<file path="config.mk">
export PLATFORM = sky130hd
export DESIGN_NAME = mul
export DESIGN_NICKNAME = d
export VERILOG_FILES = /design/src/rtl/mul.sv
export SDC_FILE = /design/constraint.sdc
export NUM_CORES = 1
export LEC_CHECK = 0
export ABC_AREA = 1
export CORE_MARGIN = 5
export CORE_UTILIZATION = 45
export DETAILED_ROUTE_END_ITERATION = 16
export PLACE_DENSITY = 0.69
export SYNTH_ARGS = -nofsm -noshare
export SYNTH_HDL_FRONTEND = slang
export SYNTH_SLANG_ARGS = --single-unit
</file>
<file path="constraint.sdc">
create_clock -name CLK -period 4.35 [get_ports CLK]
set_clock_uncertainty 0.1 [all_clocks]
set_input_delay 0.6525 -clock CLK [delete_from_list [all_inputs] [get_ports CLK]]
set_output_delay 0.6525 -clock CLK [all_outputs]
set_load 0.005 [all_outputs]
</file>
<file path="src/rtl/mul.sv">
// mul: 32x32 shift-add multiplier (signed/unsigned) with cancel, 64-bit registered product.
// Optional macro MUL_EARLY_EXIT_EN finishes as soon as the remaining multiplier is zero.
module mul (
    input  logic        CLK,
    input  logic        RST,
    input  logic        SIGNED_MUL,
    input  logic        MUL_START,
    input  logic        MUL_CANCEL,
    input  logic [31:0] MULTIPLICAND,
    input  logic [31:0] MULTIPLIER,
    output logic        MUL_READY,
    output logic [63:0] MUL_RESULT
);
    typedef enum logic [1:0] {IDLE, ON, DONE} state_t;
    state_t      state;
    logic [63:0] mcand, acc;
    logic [31:0] mpl, mag_a, mag_b;
    logic [5:0]  cnt;
    logic        sign, fin;
    always_comb begin
        mag_a = (SIGNED_MUL && MULTIPLICAND[31]) ? -MULTIPLICAND : MULTIPLICAND;
        mag_b = (SIGNED_MUL && MULTIPLIER[31]) ? -MULTIPLIER : MULTIPLIER;
`ifdef MUL_EARLY_EXIT_EN
        fin = cnt[5] || (mpl == '0);
`else
        fin = cnt[5];
`endif
    end
    always_ff @(posedge CLK or negedge RST) begin
        if (!RST) begin
            state      <= IDLE;
            MUL_READY  <= 1'b0;
            MUL_RESULT <= '0;
            mcand      <= '0;
            acc        <= '0;
            mpl        <= '0;
            cnt        <= '0;
            sign       <= 1'b0;
        end else if (MUL_CANCEL) begin
            state     <= IDLE;
            MUL_READY <= 1'b0;
        end else begin
            case (state)
                IDLE: begin
                    MUL_READY <= 1'b0;
                    if (MUL_START) begin
                        mcand <= {32'd0, mag_a};
                        mpl   <= mag_b;
                        sign  <= SIGNED_MUL & (MULTIPLICAND[31] ^ MULTIPLIER[31]);
                        acc   <= '0;
                        cnt   <= '0;
                        state <= ON;
                    end
                end
                ON: begin
                    if (fin) begin
                        MUL_RESULT <= sign ? -acc : acc;
                        MUL_READY  <= 1'b1;
                        state      <= DONE;
                    end else begin
                        if (mpl[0]) acc <= acc + mcand;
                        mcand <= mcand << 1;
                        mpl   <= mpl >> 1;
                        cnt   <= cnt + 6'd1;
                    end
                end
                DONE: begin
                    MUL_READY <= 1'b0;
                    state     <= IDLE;
                end
                default: begin
                    MUL_READY <= 1'b0;
                    state     <= IDLE;
                end
            endcase
        end
    end
endmodule

</file>
## Yosys cells after proc, flatten, opt, wreduce, memory -nomap -nowiden

Cells that the tools add are included.
W data, S select, Z words.

| operators by class | value |
|---|---|
| add/sub/neg operators | 5 |
| eq/ne operators | 6 |
| muxes and demuxes | 23 |
| bitwise gates (word level) | 3 |
| reduce and logical (&&, ||, !) cells | 10 |

Operator list:

| operator | count |
|---|---|
| $mux W64 | 6 |
| $pmux W64 S2 | 2 |
| $mux W32 | 4 |
| $add A64 B64 Y64 | 1 |
| $neg A32 Y32 | 2 |
| $neg A64 Y64 | 1 |
| $pmux W32 S2 | 1 |
| $mux W6 | 2 |
| $pmux W6 S2 | 1 |
| $reduce_and A3 Y1 | 3 |
| $add A6 B1 Y6 const B | 1 |
| $mux W2 | 3 |
| $ne A2 B2 Y1 const B | 3 |
| $ne A3 B3 Y1 const B | 2 |
| $reduce_and A5 Y1 | 1 |
| $pmux W2 S2 | 1 |
| $reduce_and A4 Y1 | 1 |
| $mux W1 | 3 |
| $eq A2 B1 Y1 const B | 1 |
| $logic_and A1 B1 Y1 | 2 |
| $logic_not A2 Y1 | 1 |
| $reduce_and A2 Y1 | 1 |
| $reduce_bool A2 Y1 | 1 |
| $and A1 B1 Y1 | 1 |
| 2 further kinds | 2 |

| word-level totals | value |
|---|---|
| flip-flop bits (word level) | 234 |
| input port bits | 69 |
| output and inout bits | 65 |
| logic and storage cells | 56 |

## Depth between registers and ports, before layout

| depth | value |
|---|---|
| depth after elaboration | 4 |
| mapped depth | 17 |
| depth with buffers taken out | 17 |

## Worst setup path before layout

No wires, ideal clock.

| path | value |
|---|---|
| path type | input to register |
| start point | input MULTIPLIER[1] |
| end point | register mpl[24] |
| arrival time | 1.866 ns |
| path slack | 2.261 ns |
| stages | 11 |
| path buffers | 0 |
| path through | inv_1 ha_1 nand3_1 o21ai_2 nand3_1 inv_1 nand2_1 o21ai_0 nand2_1 o21ai_0 nand2_1 |

| on the way | value |
|---|---|
| longest elaborated chain between the ends | 4 |

Ends and longest elaborated chain:

| what | line | RTL |
|---|---|---|
| from (decl) | 10 | `input logic [31:0] MULTIPLIER,` |
| $neg A32 Y32 | 22 | `mag_b = (SIGNED_MUL && MULTIPLIER[31]) ? -MULTIPLIER : MULTIPLIER;` |
| $mux W32 | 22 |  |
| $mux W32 | 46 | `if (MUL_START) begin` |
| $pmux W32 S2 | 43 | `case (state)` |
| to (signal assigned) | 48 | `mpl <= mag_b;` |
| to (signal assigned) | 63 | `mpl <= mpl >> 1;` |
| to (decl) | 17 | `logic [31:0] mpl, mag_a, mag_b;` |

No other way between the ends. The select of a mux whose other input is x is not followed.
A chain may end at the register's enable or synchronous reset.

## Final worst setup path

| path | value |
|---|---|
| start point | register state[0] |
| end point | register acc[7] |

| on the way | value |
|---|---|
| longest elaborated chain between the ends | 3 |
| elaborated cells on any way between the ends | 8 |
| those cells by class | eq/ne: 4; mux: 1; reduce/logical: 3 |

Ends and longest elaborated chain:

| what | line | RTL |
|---|---|---|
| from (decl) | 15 | `state_t state;` |
| from (signal assigned) | 31 | `state <= IDLE;` |
| from (signal assigned) | 40 | `state <= IDLE;` |
| from (signal assigned) | 52 | `state <= ON;` |
| $eq A2 B1 Y1 / $logic_not A2 Y1 (equally long branches) | 43 |  |
| $ne A2 B2 Y1 (no line) / $reduce_bool A2 Y1 (equally long branches) | - |  |
| $reduce_and A5 Y1 (no line) | - |  |
| to (signal assigned) | 61 | `if (mpl[0]) acc <= acc + mcand;` |
| to (decl) | 16 | `logic [63:0] mcand, acc;` |

Parallel ways exist; a longest one is shown, timed or not.

==> impl_metrics.py <==
metrics = {
    "yosys": {
        "avgSynthCellArea_um2": 6.04,
        "ys_warn_count": 0,
        "synth_area_um2": 18600,
        "synth_flop_cell": "dfrtp_1",
        "async_flop_share": 1.00,
        "synthXorXnorAreaFrac": 0.0264,
        "yosysUniqueCellTypes": 41,
        "yosysSeqAreaShare": 0.315,
        "synth_fp_nets": 3215,
        "synthMuxAreaShare": 0,
        "synth_simple_gate_area_frac": 0.365,
        "ys_ff_latch": 234,
        "synth-compound-area-share": 0.121,
        "syn_inst": 3078,
        "synth_fa_ha_area_frac": 0.0461,
        "synth_edf_count": 0,
        "synth_top_family_by_area": "simple AND/OR/NAND/NOR gates",
    },
    "detailed_routing": {
        "wire_per_inst_um": 16.7,
        "drt_iter0_drc": 1572,
        "drtAntennaViolNets": 0,
        "dr.pass1.iters": 8,
        "drcViolationCount": 0,
        "via_per_inst": 5.17,
        "vias": 19300,
        "wl_um": 62500,
    },
    "run_status": {
        "status": "completed",
    },
    "final_layout": {
        "stdcell_count": 3743,
        "syn_to_final_growth_pct": 15.3,
        "drive_gt1_frac": 0.0293,
        "nNetsFinal": 3327,
        "final_common_cell": "nand2_1",
        "mostFrequentLayoutCells": "1,093 x nand2_1, 539 x inv_1, 282 x nor2_1, 233 x dfrtp_1, 214 x nand3_1",
        "diodes": 0,
    },
    "critical_path": {
        "path_cells": "inv_2, o21ai_2, nor2_4, buf_4, nand3_1, buf_4, clkinv_1, buf_4, o21ai_0, o22ai_1",
        "cpMaxStageDelayCell": "dfrtp_1",
        "path_delay_family": "buffers and inverters",
        "worst-endpoint-required_ns": 4.72,
        "path_buf_inv": 5,
        "arrival_ns": 3.58,
        "max_stage_delay_ns": 0.63,
        "end_kind": "flop",
        "critPathKind": "flop to flop",
        "critPathLaunchType": "flop",
        "crit_fanout": 42,
        "timing.critical_path.mode_cell": "buf_4",
    },
    "clocking": {
        "cts_hold_buffers": 0,
        "cts_tree": "built",
        "clkTransAtPathRegs_ns": 0.06,
        "cts_root_buf": "clkbuf_16",
        "numCtsBuffers": 28,
        "insertion_delay_ns": 0.57,
        "clk_path_buf_depth": 3,
        "cts_resized": 0,
        "cts_post_setup_buffers_inserted": 0,
        "clock_sinks": 234,
        "h-tree-depth": 1,
    },
    "floorplanning": {
        "rows": 74,
        "die_y_um": 213,
        "initial_core_util": 0.456,
        "die_area_um2": 45500,
        "io_pins": 134,
        "die_w_um": 213,
        "core_um2": 40800,
    },
    "timing": {
        "worst_pin_slew_ns": 0.880,
        "setup_ws_ns": 1.14,
        "setup_viol": 0,
        "drv_slew": 0,
        "max_freq_mhz": 311,
        "period_share": 0.739,
        "fin_crit_ns": 3.21,
        "rsz0062_at_grt": "no",
        "maxSlewHeadroom": 0.413,
        "hold_violations": 0,
        "tns_ns": 0,
    },
    "placement": {
        "placed_cells": 3692,
        "port_buffers": 133,
        "post-place-ws_ns": 0.869,
        "dp_hpwl_um": 50300,
        "gp_congestion": 0.967,
    },
    "global_route": {
        "first_global_vias": 18400,
        "grt_max_degree": 101,
        "overflow": 0,
        "grt_pass1_wl_um": 98400,
        "grtUsageTotal": 0.271,
        "antenna_found_initial": 0,
    },
    "power_and_ir_drop": {
        "p_per_area_nw_per_um2": 338,
        "leakage_nw": 11.7,
        "vdd_ir_drop_max_v": 0.000282,
    },
    "worst_hold_path": {
        "hold_path.class": "input port to asynchronous set/reset pin",
    },
    "run": {
        "maxCapViolations": 0,
    },
}
path summary, 6_finish.rpt:
| kind | start | to | slack (ns) | cells after the start |
|---|---|---|---|---|
| setup / recovery | state[0] | acc[7] | 1.14 | 10 |
| hold / removal | RST | mcand[2] | 0.07 | 1 |
| setup reg to reg | state[0] | acc[7] | 1.14 | 10 |
| hold reg to reg | mpl[6] | mpl[6] | 0.37 | 2 |
| max in group asynchronous | RST | mcand[62] | 3.17 | 2 |
| min in group CLK | mpl[6] | mpl[6] | 0.37 | 2 |
cell usage after synthesis (10+ instances only):
| cell type | count | share of area |
|---|---|---|
| a21oi_1 | 129 | 0.035 |
| a31oi_1 | 10 | 0.0034 |
| buf_2 | 12 | 0.0032 |
| clkbuf_1 | 49 | 0.0099 |
| dfrtp_1 | 234 | 0.31 |
| ha_1 | 67 | 0.045 |
| inv_1 | 539 | 0.11 |
| nand2_1 | 1094 | 0.22 |
| nand3_1 | 214 | 0.058 |
| nand4_1 | 30 | 0.010 |
| nor2_1 | 282 | 0.057 |
| nor3_1 | 41 | 0.011 |
| o211ai_1 | 14 | 0.0056 |
| o21ai_0 | 197 | 0.053 |
| o22ai_1 | 42 | 0.014 |
| xor2_1 | 52 | 0.024 |
power breakdown:
group          switching, W  internal [W]
Sequential         0.000197       0.00236
Combinational       0.00153      0.000689
Clock              0.000990       0.00148
stage by stage:
stage          hold slack, ns  total power [W]  instance area, µm²  utilization
6_report               0.0695          0.00724               21500        0.526
5_1_grt                 0.125          0.00766               21500        0.526
4_1_cts                0.0773          0.00726               21500        0.526
3_5_place_dp            0.360          0.00477               20500        0.502
3_3_place_gp            0.359          0.00475               20500        0.502
2_1_floorplan           0.257          0.00402               18600            -
sequential cells by signal, summed over array words and instances, names as in the netlist:
name,count
MUL_RESULT,64
acc,64
mcand,64
mpl,32
cnt,6
state,2
MUL_READY,1
sign,1
routing by layer:
| metal | GRT usage | vias to the layer above | share of wire |
|---|---|---|---|
| met5 | 0 | - | 0 |
| met4 | 0.0809 | 0 | 0.033 |
| met3 | 0.0385 | 122 | 0.072 |
| met2 | 0.426 | 611 | 0.43 |
| met1 | 0.393 | 8749 | 0.46 |
| li1 | - | 9860 | - |
area by class of cell:
type                    count  area (µm²)
multi-input cells        2226       10400
well taps                 532         666
clock inverters            15         173
fillers                  4229       19400
repair buffers            154        1510
clock buffers              36         802
inverters                 546        2050
flip-flops and latches    234        5860
kinds of logic (layout without fill, tap and decap cells):
logic type / Yosys count / in the layout
DFF: 234 / 234
buffers and inverters: 618 / 751
and+or+nand+nor: 1684 / 1684
AOI/OAI and AO/OA: 418 / 418
adders and majority gates: 68 / 68
xor gates and xnor gates: 56 / 56
Note: power is estimated with default switching activity, not from simulation.
